==> config.mk <==
export PLATFORM = sky130hd
export DESIGN_NAME = eei_initiator_flat
export DESIGN_NICKNAME = d
export VERILOG_FILES = /design/src/rtl/eei_pkg.sv /design/src/rtl/eei_initiator_if.sv /design/src/rtl/eei_initiator.sv /design/src/flat_wrapper.sv
export SDC_FILE = /design/constraint.sdc
export NUM_CORES = 1
export LEC_CHECK = 0
export BUFFER_PORTS_ARGS = -buffer_cell sky130_fd_sc_hd__buf_4
export CAP_MARGIN = 25
export CELL_PAD_IN_SITES_DETAIL_PLACEMENT = 0
export CELL_PAD_IN_SITES_GLOBAL_PLACEMENT = 1
export CORE_AREA = 5 5 223 225
export CTS_BUF_LIST = sky130_fd_sc_hd__clkbuf_2 sky130_fd_sc_hd__clkbuf_4 sky130_fd_sc_hd__clkbuf_8
export DETAILED_ROUTE_END_ITERATION = 10
export DIE_AREA = 0 0 228 230
export PLACE_DENSITY_LB_ADDON = 0.12
export SLEW_MARGIN = 20
export SYNTH_ARGS = -nofsm -noshare
export SYNTH_HDL_FRONTEND = slang
export SYNTH_SLANG_ARGS = --single-unit
==> constraint.sdc <==
create_clock -name clk_i -period 2.11 [get_ports clk_i]
set_clock_uncertainty 0.05 [all_clocks]
set_input_delay 0.1055 -clock clk_i [delete_from_list [all_inputs] [get_ports clk_i]]
set_output_delay 0.1055 -clock clk_i [all_outputs]
set_load 0.02 [all_outputs]
==> src/rtl/eei_pkg.sv <==
// eei_pkg: shared EEI widths, FSM state codes, rd_op encodings and batch length clamp
package eei_pkg;
  localparam int XLEN = 32;
  localparam int REG_W = 5;
  localparam int F3_W = 3;
  localparam int F7_W = 7;
  localparam int LEN_W = 5;
  typedef logic [1:0] state_t;
  localparam state_t ST_IDLE = 2'd0;
  localparam state_t ST_WAIT = 2'd1;
  localparam state_t ST_BATCH = 2'd2;
  typedef logic [1:0] rd_op_t;
  localparam rd_op_t EEI_RD_NONE = 2'd0;
  localparam rd_op_t EEI_RD_SINGLE = 2'd1;
  localparam rd_op_t EEI_RD_BATCH = 2'd2;
  localparam rd_op_t EEI_RD_RSVD = 2'd3;
  function automatic logic [LEN_W:0] clamp_len(input logic [LEN_W-1:0] len, input int max);
    return ({1'b0, len} > (LEN_W+1)'(max)) ? (LEN_W+1)'(max) : {1'b0, len};
  endfunction
endpackage

==> src/rtl/eei_initiator_if.sv <==
// eei_initiator_if: issue handshake, EEI request/response bundle, rf write port and done pulse; master = initiator, slave = issuer/responder/rf side
interface eei_initiator_if #(parameter int EEI_RS_MAX = 2, parameter int EEI_RD_MAX = 8) ();
  import eei_pkg::*;
  logic issue_valid;
  logic issue_ready;
  logic issue_ext;
  logic [F3_W-1:0] issue_funct3;
  logic [F7_W-1:0] issue_funct7;
  logic [REG_W-1:0] issue_rd;
  logic [REG_W-1:0] issue_batch_start;
  logic [LEN_W-1:0] issue_batch_len;
  logic [XLEN-1:0] issue_rs_val [EEI_RS_MAX];
  logic eei_req;
  logic eei_ext;
  logic [F3_W-1:0] eei_funct3;
  logic [F7_W-1:0] eei_funct7;
  logic [REG_W-1:0] eei_batch_start;
  logic [LEN_W-1:0] eei_batch_len;
  logic [XLEN-1:0] eei_rs_val [EEI_RS_MAX];
  logic eei_ack;
  logic eei_error;
  logic [1:0] eei_rd_op;
  logic [LEN_W-1:0] eei_rd_len;
  logic [XLEN-1:0] eei_rd_val [EEI_RD_MAX];
  logic rf_we;
  logic [REG_W-1:0] rf_waddr;
  logic [XLEN-1:0] rf_wdata;
  logic done_valid;
  logic done_error;
  modport master (
    input issue_valid, issue_ext, issue_funct3, issue_funct7, issue_rd, issue_batch_start, issue_batch_len, issue_rs_val,
    input eei_ack, eei_error, eei_rd_op, eei_rd_len, eei_rd_val,
    output issue_ready, eei_req, eei_ext, eei_funct3, eei_funct7, eei_batch_start, eei_batch_len, eei_rs_val,
    output rf_we, rf_waddr, rf_wdata, done_valid, done_error
  );
  modport slave (
    output issue_valid, issue_ext, issue_funct3, issue_funct7, issue_rd, issue_batch_start, issue_batch_len, issue_rs_val,
    output eei_ack, eei_error, eei_rd_op, eei_rd_len, eei_rd_val,
    input issue_ready, eei_req, eei_ext, eei_funct3, eei_funct7, eei_batch_start, eei_batch_len, eei_rs_val,
    input rf_we, rf_waddr, rf_wdata, done_valid, done_error
  );
endinterface

==> src/rtl/eei_initiator.sv <==
// eei_initiator: issues latched custom instructions as EEI requests, waits for ack or timeout, writes single/batch results to the rf; ports clk_i, rst_ni, bus (eei_initiator_if.master)
module eei_initiator import eei_pkg::*; #(
  parameter int EEI_RS_MAX = 2,
  parameter int EEI_RD_MAX = 8,
  parameter int TIMEOUT = 64
) (
  input logic clk_i,
  input logic rst_ni,
  eei_initiator_if.master bus
);
  localparam int TW = (TIMEOUT > 2) ? $clog2(TIMEOUT) : 1;
  state_t state;
  logic [REG_W-1:0] rd;
  logic [TW-1:0] timer;
  logic [REG_W-1:0] baddr;
  logic [LEN_W:0] rem;
  logic [XLEN-1:0] rbuf [EEI_RD_MAX];
  logic [LEN_W:0] len_cl;
  assign len_cl = clamp_len(bus.eei_rd_len, EEI_RD_MAX);
  assign bus.issue_ready = state == ST_IDLE;
  always_ff @(posedge clk_i or negedge rst_ni)
    if (!rst_ni) begin
      state <= ST_IDLE;
      rd <= '0;
      timer <= '0;
      baddr <= '0;
      rem <= '0;
      for (int i = 0; i < EEI_RD_MAX; i++) rbuf[i] <= '0;
      for (int i = 0; i < EEI_RS_MAX; i++) bus.eei_rs_val[i] <= '0;
      bus.eei_req <= 1'b0;
      bus.eei_ext <= 1'b0;
      bus.eei_funct3 <= '0;
      bus.eei_funct7 <= '0;
      bus.eei_batch_start <= '0;
      bus.eei_batch_len <= '0;
      bus.rf_we <= 1'b0;
      bus.rf_waddr <= '0;
      bus.rf_wdata <= '0;
      bus.done_valid <= 1'b0;
      bus.done_error <= 1'b0;
    end else begin
      bus.rf_we <= 1'b0;
      bus.done_valid <= 1'b0;
      bus.done_error <= 1'b0;
      case (state)
        ST_IDLE: if (bus.issue_valid) begin
          state <= ST_WAIT;
          timer <= '0;
          rd <= bus.issue_rd;
          bus.eei_req <= 1'b1;
          bus.eei_ext <= bus.issue_ext;
          bus.eei_funct3 <= bus.issue_funct3;
          bus.eei_funct7 <= bus.issue_funct7;
          bus.eei_batch_start <= bus.issue_batch_start;
          bus.eei_batch_len <= bus.issue_batch_len;
          for (int i = 0; i < EEI_RS_MAX; i++) bus.eei_rs_val[i] <= bus.issue_rs_val[i];
        end
        ST_WAIT: if (bus.eei_ack) begin
          state <= ST_IDLE;
          bus.eei_req <= 1'b0;
          bus.done_valid <= 1'b1;
          if (bus.eei_error || bus.eei_rd_op == EEI_RD_RSVD) bus.done_error <= 1'b1;
          else if (bus.eei_rd_op == EEI_RD_SINGLE) begin
            bus.rf_we <= rd != '0;
            bus.rf_waddr <= rd;
            bus.rf_wdata <= bus.eei_rd_val[0];
          end else if (bus.eei_rd_op == EEI_RD_BATCH && len_cl != '0) begin
            state <= ST_BATCH;
            bus.done_valid <= 1'b0;
            rem <= len_cl;
            baddr <= bus.eei_batch_start;
            for (int i = 0; i < EEI_RD_MAX; i++) rbuf[i] <= bus.eei_rd_val[i];
          end
        end else if (timer == TW'(TIMEOUT - 1)) begin
          state <= ST_IDLE;
          bus.eei_req <= 1'b0;
          bus.done_valid <= 1'b1;
          bus.done_error <= 1'b1;
        end else timer <= timer + 1'b1;
        ST_BATCH: begin
          bus.rf_we <= baddr != '0;
          bus.rf_waddr <= baddr;
          bus.rf_wdata <= rbuf[0];
          for (int i = 0; i < EEI_RD_MAX - 1; i++) rbuf[i] <= rbuf[i+1];
          rbuf[EEI_RD_MAX-1] <= '0;
          baddr <= baddr + 1'b1;
          rem <= rem - 1'b1;
          bus.done_valid <= rem == 1;
          state <= (rem == 1) ? ST_IDLE : ST_BATCH;
        end
        default: state <= ST_IDLE;
      endcase
    end
endmodule

==> src/flat_wrapper.sv <==
// flat-port wrapper written by rule: the top's interface ports become plain ports
module eei_initiator_flat import eei_pkg::*;
#(
  parameter int EEI_RS_MAX = 2,
  parameter int EEI_RD_MAX = 8,
  parameter int TIMEOUT = 64
)
  (clk_i, rst_ni, bus_issue_valid, bus_issue_ext, bus_issue_funct3, bus_issue_funct7, bus_issue_rd, bus_issue_batch_start, bus_issue_batch_len, bus_issue_rs_val, bus_eei_ack, bus_eei_error, bus_eei_rd_op, bus_eei_rd_len, bus_eei_rd_val, bus_issue_ready, bus_eei_req, bus_eei_ext, bus_eei_funct3, bus_eei_funct7, bus_eei_batch_start, bus_eei_batch_len, bus_eei_rs_val, bus_rf_we, bus_rf_waddr, bus_rf_wdata, bus_done_valid, bus_done_error);
  eei_initiator_if #(.EEI_RS_MAX(EEI_RS_MAX), .EEI_RD_MAX(EEI_RD_MAX)) bus_i ();
  input logic clk_i;
  input logic rst_ni;
  input wire logic [$bits(bus_i.issue_valid)-1:0] bus_issue_valid;
  input wire logic [$bits(bus_i.issue_ext)-1:0] bus_issue_ext;
  input wire logic [$bits(bus_i.issue_funct3)-1:0] bus_issue_funct3;
  input wire logic [$bits(bus_i.issue_funct7)-1:0] bus_issue_funct7;
  input wire logic [$bits(bus_i.issue_rd)-1:0] bus_issue_rd;
  input wire logic [$bits(bus_i.issue_batch_start)-1:0] bus_issue_batch_start;
  input wire logic [$bits(bus_i.issue_batch_len)-1:0] bus_issue_batch_len;
  input wire logic [$bits(bus_i.issue_rs_val)-1:0] bus_issue_rs_val;
  input wire logic [$bits(bus_i.eei_ack)-1:0] bus_eei_ack;
  input wire logic [$bits(bus_i.eei_error)-1:0] bus_eei_error;
  input wire logic [$bits(bus_i.eei_rd_op)-1:0] bus_eei_rd_op;
  input wire logic [$bits(bus_i.eei_rd_len)-1:0] bus_eei_rd_len;
  input wire logic [$bits(bus_i.eei_rd_val)-1:0] bus_eei_rd_val;
  output wire logic [$bits(bus_i.issue_ready)-1:0] bus_issue_ready;
  output wire logic [$bits(bus_i.eei_req)-1:0] bus_eei_req;
  output wire logic [$bits(bus_i.eei_ext)-1:0] bus_eei_ext;
  output wire logic [$bits(bus_i.eei_funct3)-1:0] bus_eei_funct3;
  output wire logic [$bits(bus_i.eei_funct7)-1:0] bus_eei_funct7;
  output wire logic [$bits(bus_i.eei_batch_start)-1:0] bus_eei_batch_start;
  output wire logic [$bits(bus_i.eei_batch_len)-1:0] bus_eei_batch_len;
  output wire logic [$bits(bus_i.eei_rs_val)-1:0] bus_eei_rs_val;
  output wire logic [$bits(bus_i.rf_we)-1:0] bus_rf_we;
  output wire logic [$bits(bus_i.rf_waddr)-1:0] bus_rf_waddr;
  output wire logic [$bits(bus_i.rf_wdata)-1:0] bus_rf_wdata;
  output wire logic [$bits(bus_i.done_valid)-1:0] bus_done_valid;
  output wire logic [$bits(bus_i.done_error)-1:0] bus_done_error;
  assign bus_i.issue_valid = bus_issue_valid;
  assign bus_i.issue_ext = bus_issue_ext;
  assign bus_i.issue_funct3 = bus_issue_funct3;
  assign bus_i.issue_funct7 = bus_issue_funct7;
  assign bus_i.issue_rd = bus_issue_rd;
  assign bus_i.issue_batch_start = bus_issue_batch_start;
  assign bus_i.issue_batch_len = bus_issue_batch_len;
  assign bus_i.issue_rs_val = {>>{bus_issue_rs_val}};
  assign bus_i.eei_ack = bus_eei_ack;
  assign bus_i.eei_error = bus_eei_error;
  assign bus_i.eei_rd_op = bus_eei_rd_op;
  assign bus_i.eei_rd_len = bus_eei_rd_len;
  assign bus_i.eei_rd_val = {>>{bus_eei_rd_val}};
  assign bus_issue_ready = bus_i.issue_ready;
  assign bus_eei_req = bus_i.eei_req;
  assign bus_eei_ext = bus_i.eei_ext;
  assign bus_eei_funct3 = bus_i.eei_funct3;
  assign bus_eei_funct7 = bus_i.eei_funct7;
  assign bus_eei_batch_start = bus_i.eei_batch_start;
  assign bus_eei_batch_len = bus_i.eei_batch_len;
  assign bus_eei_rs_val = {>>{bus_i.eei_rs_val}};
  assign bus_rf_we = bus_i.rf_we;
  assign bus_rf_waddr = bus_i.rf_waddr;
  assign bus_rf_wdata = bus_i.rf_wdata;
  assign bus_done_valid = bus_i.done_valid;
  assign bus_done_error = bus_i.done_error;
  eei_initiator #(.EEI_RS_MAX(EEI_RS_MAX), .EEI_RD_MAX(EEI_RD_MAX), .TIMEOUT(TIMEOUT)) u_core (.clk_i(clk_i), .rst_ni(rst_ni), .bus(bus_i));
endmodule
* Word-level counts from Yosys, hierarchy flattened *
Cells that the tools add are included.

operators by class
  multiplexer cells = 53
  reductions and logical operators = 14
  eq/ne operators = 16
  order comparisons = 1
  $add $sub $neg = 3

operators by type and width
  operator                                                                number
  256-bit 2-to-1 mux                                                      4
  256-bit case mux with 2 select lines                                    1
  32-bit 2-to-1 mux                                                       3
  32-bit case mux with 2 select lines                                     1
  6-bit 2-to-1 mux                                                        7
  5-bit 2-to-1 mux                                                        8
  6-bit case mux with 2 select lines                                      2
  5-bit case mux with 2 select lines                                      2
  1-bit 2-to-1 mux                                                        14
  2-bit 2-to-1 mux                                                        7
  2-bit inequality test (second input constant)                           6
  5-bit nonzero test                                                      2
  4-bit AND reduction                                                     2
  6-bit by 1-bit adder with 6-bit output (second input constant)          1
  2-bit equality test (second input constant)                             3
  6-bit by 1-bit equality test with 1-bit output (second input constant)  1
  6-bit equality test (second input constant)                             1
  1-bit case mux with 2 select lines                                      3
  2-bit case mux with 3 select lines                                      1
  6-bit nonzero test                                                      1
  6-bit by 1-bit subtractor with 6-bit output (second input constant)     1
  5-bit by 1-bit adder with 5-bit output (second input constant)          1
  5-bit by 4-bit > comparator with 1-bit output (second input constant)   1
  5-bit AND reduction                                                     1
  other kinds (9)                                                         13

storage, ports and cells
  register bits = 406
  bits of input ports = 358
  output and inout bits = 127

* Depth between registers and ports, before layout *
Gate-level depths: netlist of the first run.

  depth in word-level cells = 9
  depth in mapped cells = 9

* Worst setup path after synthesis of the first run *
OpenSTA, ideal clock, no wires.

  path type = flip-flop to flip-flop
  from = reg u_core.state[1]
  to = reg u_core.baddr[3]
  cell stages (with the launch flop) = 9
  period minus slack after synthesis = 2.222 ns
  arrival = 2.045 ns
  path slack = -0.112 ns
  data required time = 1.933 ns
  path through = dfrtp_1 inv_1 ha_1 or4b_4 o221a_2 clkbuf_1 buf_2 a32oi_1 nand3_1

between the ends
  longest elaborated chain between the ends = 3

ends and longest elaborated chain
  what                                                                                   line                 source
  from (decl)                                                                            eei_initiator.sv:12  state_t state;
  from (signal assigned)                                                                 eei_initiator.sv:89  state <= (rem == 1) ? ST_IDLE : ST_BATCH;
  2-bit by 1-bit equality test with 1-bit output or 2-bit equality test (tied branches)  eei_initiator.sv:45  case (state)
  2-bit inequality test (no source line) (tied with other cells)                         n/a
  5-bit AND reduction (no source line)                                                   n/a
  to (signal assigned)                                                                   eei_initiator.sv:71  baddr <= bus.eei_batch_start;
  to (signal assigned)                                                                   eei_initiator.sv:86  baddr <= baddr + 1'b1;
  to (decl)                                                                              eei_initiator.sv:15  logic [REG_W-1:0] baddr;

Several ways; a longest one is shown, not always the timed one.
A chain may end at the register's enable or synchronous reset.

* Worst setup path after layout of the first run *
  from = reg u_core.state[1]
  to = reg u_core.rbuf[176] in the netlist's numbering

between the ends
  longest elaborated chain between the ends = 3

ends and longest elaborated chain
  what                                                                                   line                 source
  2-bit by 1-bit equality test with 1-bit output or 2-bit equality test (tied branches)  eei_initiator.sv:45
  2-bit inequality test (no source line) (tied with other cells)                         n/a
  5-bit AND reduction (no source line)                                                   n/a
  to (signal, indexed assignment)                                                        eei_initiator.sv:85  rbuf[EEI_RD_MAX-1] <= '0;
  to (decl)                                                                              eei_initiator.sv:17  logic [XLEN-1:0] rbuf [EEI_RD_MAX];

Several ways; a longest one is shown, not always the timed one.

==> summary.txt, run 1 <==
Outcome
  • Status: finished with violations
  • Failing checks: negative setup slack

Route
  • DR iter-0 viols: roughly 840
  • DRT Wirelength: 60610 microns
  • Via count: 15540
  • TritonRoute pass-1 iters: 5
  • # DRC: 0
  • Vias per Instance: 4.812
  • DRT antenna net count: 0
  • Detailed-route wire length per cell: 18.77 microns

Logic synthesis
  • Syn avg cell area: 10.83 sq um
  • Yosys warns: 0
  • Post-synth top flop: dfrtp_1
  • Netlist cell types: 51
  • Fraction of registers with async set/reset: 1.000
  • Syn nets: a little over 2000
  • Number of synthesized flops with an enable pin: 0
  • Syn Std Cell Area: 0.01788 sq mm
  • Synth area leader: dfrtp_1
  • Syn Inst Count: 1651
  • Yosys top cell area share: 0.5682
  • Sequential-to-total area share from yosys stat: 0.5682
  • Synth Register Bits: just over 400
  • Synth top area cells: dfrtp_1 (57%), mux2i_1 (11%), nand2_1 (7.0%)

Setup path
  • Setup slack, reg-to-reg: -60 ps
  • R2R cell count: 8
  • Maximum fanout along the worst path: 22
  • Crit path max-delay family: buffers and inverters
  • CP peak stage delay: slightly below 500 ps
  • CP Launch Type: register
  • CP max-delay cell: or4b_4
  • Crit path cell chain: inv_2 -> ha_4 -> or4b_4 -> o221ai_4 -> buf_12 -> buf_16 -> clkbuf_16 -> o21ai_1
  • CP Data Required Time: 2570 ps
  • CP Class: reg2reg
  • CP Buf/Inv Count: 4
  • RR Endpoint: u_core.rbuf[176]
  • Worst setup EP type: register
  • Crit path arrival time: 2630 ps
  • Worst R2R Start: u_core.state[1]

STA
  • Final hold vios: 0
  • # setup viols final: roughly 120
  • Final period util: 1.026
  • Final number of max-transition violations: 0
  • RSZ-0062 raised after global routing: true
  • Final TNS setup: -2186 ps
  • Relative slew slack: 0.6334
  • Tightest Pin Transition: 542.5 ps
  • Fmax: 461.7 MHz
  • Fin worst setup slack: -55.71 ps
  • Min Clock Period, post-route: 2166 ps

Layout
  • Final core utilization: 0.5989
  • Synthesis-to-layout area growth: 58.58%
  • Share of cells above drive strength 1: 0.3173
  • Fin nets: 2923

Min path
  • Worst min-delay path endpoint: u_core.bus.done_valid
  • Hold Crit Depth: 5
  • Hold Startpoint: bus_eei_rd_op[0]
  • Min-Delay Path Class: in2reg

Pwr
  • Leakage: 0.01291 uW
  • Max VDD drop: 822.3 uV
  • Pwr per Cell Area: between 1000 and 1500 mW/mm^2

CTS
  • TritonCTS Buffers: 74
  • CTS tree: yes
  • CTS max path bufs: 3
  • CTS sink count: slightly above 400
  • H-tree depth: 3
  • Clock latency on the worst-skew pair: roughly 640 ps
  • CTS clk-pin slew, worst paths: 60 ps
  • Root Driver: clkbuf_8

GRT
  • First-pass GRT wire length: 93220 microns
  • Largest net degree at the start of global routing: 85
  • Initial antenna violation count: 13
  • Vias in the first global route: 16700
  • Grt ovf: 0
  • GRT Util Overall: 0.2215

Job
  • Max_cap viols: 0

Placed design
  • Gpl congestion: 0.8145
  • Hpwl dp: 40890 microns
  • Port-buffer cells: 484

Floorplan
  • Rows: 80
  • DIE WIDTH: approximately 230 microns
  • Die ar.: about 0.052 sq mm
  • Top-Level Pins: 485
  • Core area: approximately 0.047 sq mm
  • Die Y: 230 microns
  • Initial Utilization: 0.3777
## synth_stat cells, types with 2 or more instances
cell type,instances
buf_4,3
nor3_1,4
buf_6,27
clkbuf_1,67
a31oi_1,2
o22ai_1,2
or3_1,3
a21boi_0,2
and3_1,2
clkinv_1,2
a22o_1,2
a221oi_1,2
o41ai_1,2
a2bb2oi_1,2
mux2i_1,195
clkbuf_2,5
a32oi_1,2
and2_1,4
buf_2,12
nand4_1,2
inv_1,10
nand2_1,335
o211ai_1,3
mux2_2,92
nand4b_1,2
dfrtp_1,406
nand3_1,43
nand2b_1,2
o21ai_0,82
nor2b_1,34
a21oi_1,75
or4_1,4
ha_1,9
o21ai_1,191
nor2_1,5
## placed cells by master, fill, tap and decap left out, types with 17 or more instances in the layout
cell type | Yosys | layout
a21oi_1 | 75 | 75
clkbuf_4 | 0 | 26
nand2_1 | 335 | 329
dfrtp_1 | 406 | 406
o21ai_0 | 82 | 67
mux2i_1 | 195 | 195
mux2_2 | 92 | 92
clkbuf_16 | 0 | 17
nand3_1 | 43 | 43
dlygate4sd3_1 | 0 | 359
buf_4 | 3 | 529
nor2b_1 | 34 | 34
clkbuf_8 | 0 | 91
buf_12 | 0 | 21
o21ai_1 | 191 | 197
## state kept, by name, summed over array words and instances, names as in the netlist
name,cells
u_core.rbuf,256
u_core.bus.eei_rs_val,64
u_core.bus.rf_wdata,32
u_core.bus.eei_funct7,7
u_core.rem,6
u_core.timer,6
u_core.baddr,5
u_core.bus.eei_batch_len,5
u_core.bus.eei_batch_start,5
u_core.bus.rf_waddr,5
u_core.rd,5
u_core.bus.eei_funct3,3
u_core.state,2
u_core.bus.done_error,1
u_core.bus.done_valid,1
u_core.bus.eei_ext,1
u_core.bus.eei_req,1
u_core.bus.rf_we,1
## final cells by class
cell class                      instances  area [sq um]
Clock buffer                          117          1448
Multi-Input combinational cell       1118          7089
Tap cell                              615         769.5
Timing Repair Buffer                  944          8783
Antenna cell                           11         27.53
Sequential cell                       406         10160
Clock inverter                          6         35.03
Fill cell                            3996         18990
Inverter                               12         45.04
## repair_timing
| action | in CTS | in global routing |
|---|---|---|
| hold endpoints to repair | 795 | 0 |
| pin swaps | 1 | 6 |
| endpoints found under the setup margin | 100 | 231 |
| setup buffers | 1 | 5 |
| resized for setup | 3 | 46 |
| hold buffers | 360 | 0 |
| cloned | 1 | 20 |
## worst min-delay path: stages
cell       delay, ps
buf_4             90
and4bb_2         270
o41ai_1          100
a2bb2oi_1         70
nor2b_1          110
## cells by family after synthesis
group,synth area share
and+or+nand+nor,0.1078
adders and majority gates,0.006297
AOI/OAI and AO/OA,0.1101
buffers and inverters,0.04065
muxes,0.1671
DFF,0.5681
## metrics by stage
step / std cells / power (uW) / hold WS, ps / setup WS [ps] / area (sq um)
3_5_place_dp: 2708 / 29930 / -13.26 / -2.784 / 22540
2_1_floorplan: 1651 / 24130 / -240.1 / -70.75 / 17890
6_report: 3229 / 40150 / 86.58 / -55.71 / 28360
4_1_cts: 3193 / 38410 / 31.00 / -11.14 / 27700
5_1_grt: 3228 / 43030 / 88.77 / -111.7 / 28350
3_3_place_gp: 2708 / 29480 / -16.18 / 33.75 / 22540
## power by group
part / internal (uW) / switching [uW] / leakage [uW]
combinational: 8990 / 9610 / 0.00714
clock: 4310 / 3220 / 0.000790
sequential: 11700 / 2330 / 0.00498
## worst max-delay path by stage
stage	start	end	slack, ps	depth (start not counted)
6_report	u_core.state[1]	u_core.rbuf[176]	-60	8
5_1_grt	u_core.state[1]	u_core.rbuf[251]	-110	9
4_1_cts	u_core.state[1]	u_core.rbuf[164]	-10	8
3_5_place_dp	u_core.state[1]	u_core.rbuf[207]	-3	8
3_3_place_gp	u_core.state[1]	u_core.rbuf[175]	30	8
2_1_floorplan	u_core.state[0]	u_core.bus.eei_ext	-70	6
## per-layer routing
| layer | routed length [microns] | vias up | global-route usage |
|---|---|---|---|
| met5 | 37 | - | 0 |
| met4 | 1276 | 6 | 0.06031 |
| met3 | 3145 | 101 | 0.05848 |
| met2 | 30330 | 422 | 0.3804 |
| met1 | 25810 | 7436 | 0.2788 |
| li1 | - | 7574 | - |
Note: power is estimated with default switching activity, not from simulation.
==> run 2: changes to the inputs <==
Settings changed: RECOVER_POWER from default to 25.
==> run 2 against run 1 <==
- the run still ends with negative setup slack left
- sequential power is essentially flat
- final cell count is essentially flat
- sequential cell count is the same
- power is essentially flat
- global-route usage is the same
- sequential share of layout area grew 0.092 points
- core utilization shrank 0.15 points
- wire length shrank 0.11%
- combinational power is essentially flat
- critical path depth is the same
- final area shrank 0.26%
- largest power group unchanged
==> summary.txt, run 2 (synthesis results as in run 1) <==
CTS
  • CTS max path bufs: 3 (unchanged)
  • TritonCTS Buffers: 74 (unchanged)
  • Clock latency on the worst-skew pair: 640 ps (about the same)
  • CTS sink count: 406 (unchanged)
  • H-tree depth: 3 (unchanged)
  • CTS tree: yes
  • Root Driver: clkbuf_8
  • CTS clk-pin slew, worst paths: 60 ps (about the same)

Setup path
  • RR Endpoint: u_core.rbuf[143]
  • Crit path max-delay family: buffers and inverters
  • CP Buf/Inv Count: 4 (unchanged)
  • R2R cell count: 8 (unchanged)
  • CP max-delay cell: or4b_4
  • Maximum fanout along the worst path: 22 (unchanged)
  • Setup slack, reg-to-reg: -50 ps (about the same)
  • CP Class: reg2reg
  • Worst setup EP type: register
  • Crit path arrival time: 2620 ps (about the same)
  • Crit path cell chain: inv_2 -> ha_4 -> or4b_4 -> o221ai_4 -> buf_12 -> buf_16 -> clkbuf_16 -> o21ai_1
  • Worst R2R Start: u_core.state[1]
  • CP Data Required Time: 2570 ps (about the same)
  • CP Launch Type: register
  • CP peak stage delay: 490 ps (about the same)

Floorplan
  • DIE WIDTH: 228 microns (unchanged)
  • Initial Utilization: 0.3777 (unchanged)
  • Rows: 80 (unchanged)
  • Top-Level Pins: 485 (unchanged)
  • Die ar.: 0.05244 sq mm (unchanged)
  • Die Y: 230 microns (unchanged)
  • Core area: 0.04735 sq mm (unchanged)

Pwr
  • Switching power: 15150 uW (about the same)
  • Power Internal: 24980 uW (about the same)
  • Max VDD drop: 821.9 uV (about the same)
  • Sequential share of power: 0.350 (about the same)
  • Total Power: 40130 uW (about the same)
  • Clk pwr share: 0.187 (about the same)
  • Pwr per Cell Area: 1419 mW/mm^2 (+0.20%)
  • Leakage: 0.01288 uW (-0.26%)
  • Comb power frac: 0.463 (about the same)
  • Sw frac: 0.3776 (about the same)

GRT
  • Grt ovf: 0 (unchanged)
  • Largest net degree at the start of global routing: 85 (unchanged)
  • Vias in the first global route: 16700 (unchanged)
  • GRT Util Overall: 0.2215 (unchanged)
  • First-pass GRT wire length: 93220 microns (unchanged)
  • Initial antenna violation count: 13 (unchanged)

Layout
  • Largest register FFs: 256 (unchanged)
  • Fin nets: 2923 (unchanged)
  • Design Area, Final: 0.02828 sq mm (-0.26%)
  • Share of cells above drive strength 1: 0.3158 (-0.001537)
  • Largest regs: u_core.rbuf: 256 flops, u_core.bus.eei_rs_val: 64 flops, u_core.bus.rf_wdata: 32 flops
  • Synthesis-to-layout area growth: 58.17%
  • Post-Layout Cell Count: 3228 (-0.031%)
  • Commonest non-fill, non-tap cell in the layout: buf_4
  • Most frequent cells in the layout: buf_4 (524), dfrtp_1 (406), dlygate4sd3_1 (359), nand2_1 (329), o21ai_1 (197)
  • Biggest register: u_core.rbuf

Placed design
  • Gpl congestion: 0.8145 (unchanged)
  • Port-buffer cells: 484 (unchanged)
  • Hpwl dp: 40890 microns (unchanged)
  • Area after DPL: 0.02254 sq mm (unchanged)
  • Dpl cells: 2708 (unchanged)

STA
  • RSZ-0062 raised after global routing: true
  • Min Clock Period, post-route: 2160 ps (-5.408 ps)
  • Final number of max-transition violations: 0 (unchanged)
  • Tightest Pin Transition: 1136 ps (+593.1 ps)
  • Relative slew slack: 0.2430 (-0.3905)
  • Final period util: 1.024 (-0.002563)
  • Fin worst setup slack: -50.30 ps (+5.408 ps)
  • Fmax: 462.9 MHz (+0.25%)
  • Final hold vios: 0 (unchanged)
  • Hold Slack: 92.82 ps (+6.239 ps)
  • Final TNS setup: -1906 ps (+280.2 ps)
  • # setup viols final: 110 (-9.8%)

Route
  • Via count: 15540 (+0.032%)
  • # DRC: 0 (unchanged)
  • DRT antenna net count: 0 (unchanged)
  • Detailed-route wire length per cell: 18.75 microns (about the same)
  • DR iter-0 viols: 844 (+0.72%)
  • TritonRoute pass-1 iters: 5 (unchanged)
  • DRT Wirelength: 60540 microns (-0.11%)
  • Vias per Instance: 4.815 (about the same)

Outcome
  • Status: finished with violations
  • Failing checks: negative setup slack

Min path
  • Hold Startpoint: bus_eei_rd_op[0]
  • Min-Delay Path Class: in2reg
  • Hold Crit Depth: 5 (unchanged)
  • Worst min-delay path endpoint: u_core.bus.done_valid

Job
  • Max_cap viols: 0 (unchanged)
==> run 2: changes by cell type in the layout (fill, tap and decap cells not counted), sizes merged <==
cell | before | now
clkbuf | 134 | 143
diode | 11 | 10
buf | 568 | 559
==> run 2: per-layer routing <==
metal,routed length (microns),global-route usage,share of wire,vias up
met5,37,0,0.00061,-
met4,1238,0.06031,0.020,6
met3,3139,0.05848,0.052,97
met2,30420,0.3804,0.50,424
met1,25700,0.2788,0.42,7446
li1,-,-,-,7571
==> run 2: power by group through the flow <==
stage,Combinational (uW),Clock (uW),Sequential (uW)
2_1_floorplan,9260,0,14900
3_3_place_gp,15500,0,14000
3_5_place_dp,15800,0,14100
4_1_cts,16600,7750,14000
5_1_grt,20400,8120,14500
6_report,18600,7520,14000
==> run 2: cell type report <==
type	count	area [sq um]
Antenna cell	10	25.02
Clock inverter	6	35.03
Timing Repair Buffer	944	8713
Multi-Input combinational cell	1118	7089
Fill cell	4009	19060
Sequential cell	406	10160
Inverter	12	45.04
Clock buffer	117	1448
Tap cell	615	769.5
==> run 2: worst min-delay path: stages <==
cell       delay (ps)
buf_4              90
and4bb_2          270
o41ai_1           100
a2bb2oi_1          70
nor2b_1           110
==> run 2: how the worst max path moves through the flow <==
stage	depth (start not counted)	startpoint	slack (ps)	end
2_1_floorplan	6	u_core.state[0]	-70	u_core.bus.eei_ext
3_3_place_gp	8	u_core.state[1]	30	u_core.rbuf[175]
3_5_place_dp	8	u_core.state[1]	-3	u_core.rbuf[207]
4_1_cts	8	u_core.state[1]	-10	u_core.rbuf[164]
5_1_grt	9	u_core.state[1]	-110	u_core.rbuf[251]
6_report	8	u_core.state[1]	-50	u_core.rbuf[143]
==> run 2: timing repair <==
action | 4_1_cts | 5_1_grt
endpoints found under the setup margin | 100 | 231
endpoints found under the hold margin | 795 | 0
cloned | 1 | 20
resized for setup | 3 | 46
pin swaps | 1 | 6
hold buffers | 360 | 0
setup buffers | 1 | 5
==> run 2: per-stage QoR <==
step                      utilization  setup slack (ps)
after floorplan                     -            -70.75
after global placement         0.4761             33.75
after detailed placement       0.4761            -2.784
after CTS                      0.5850            -11.14
after global routing           0.5974            -111.7
final                          0.5974            -50.30
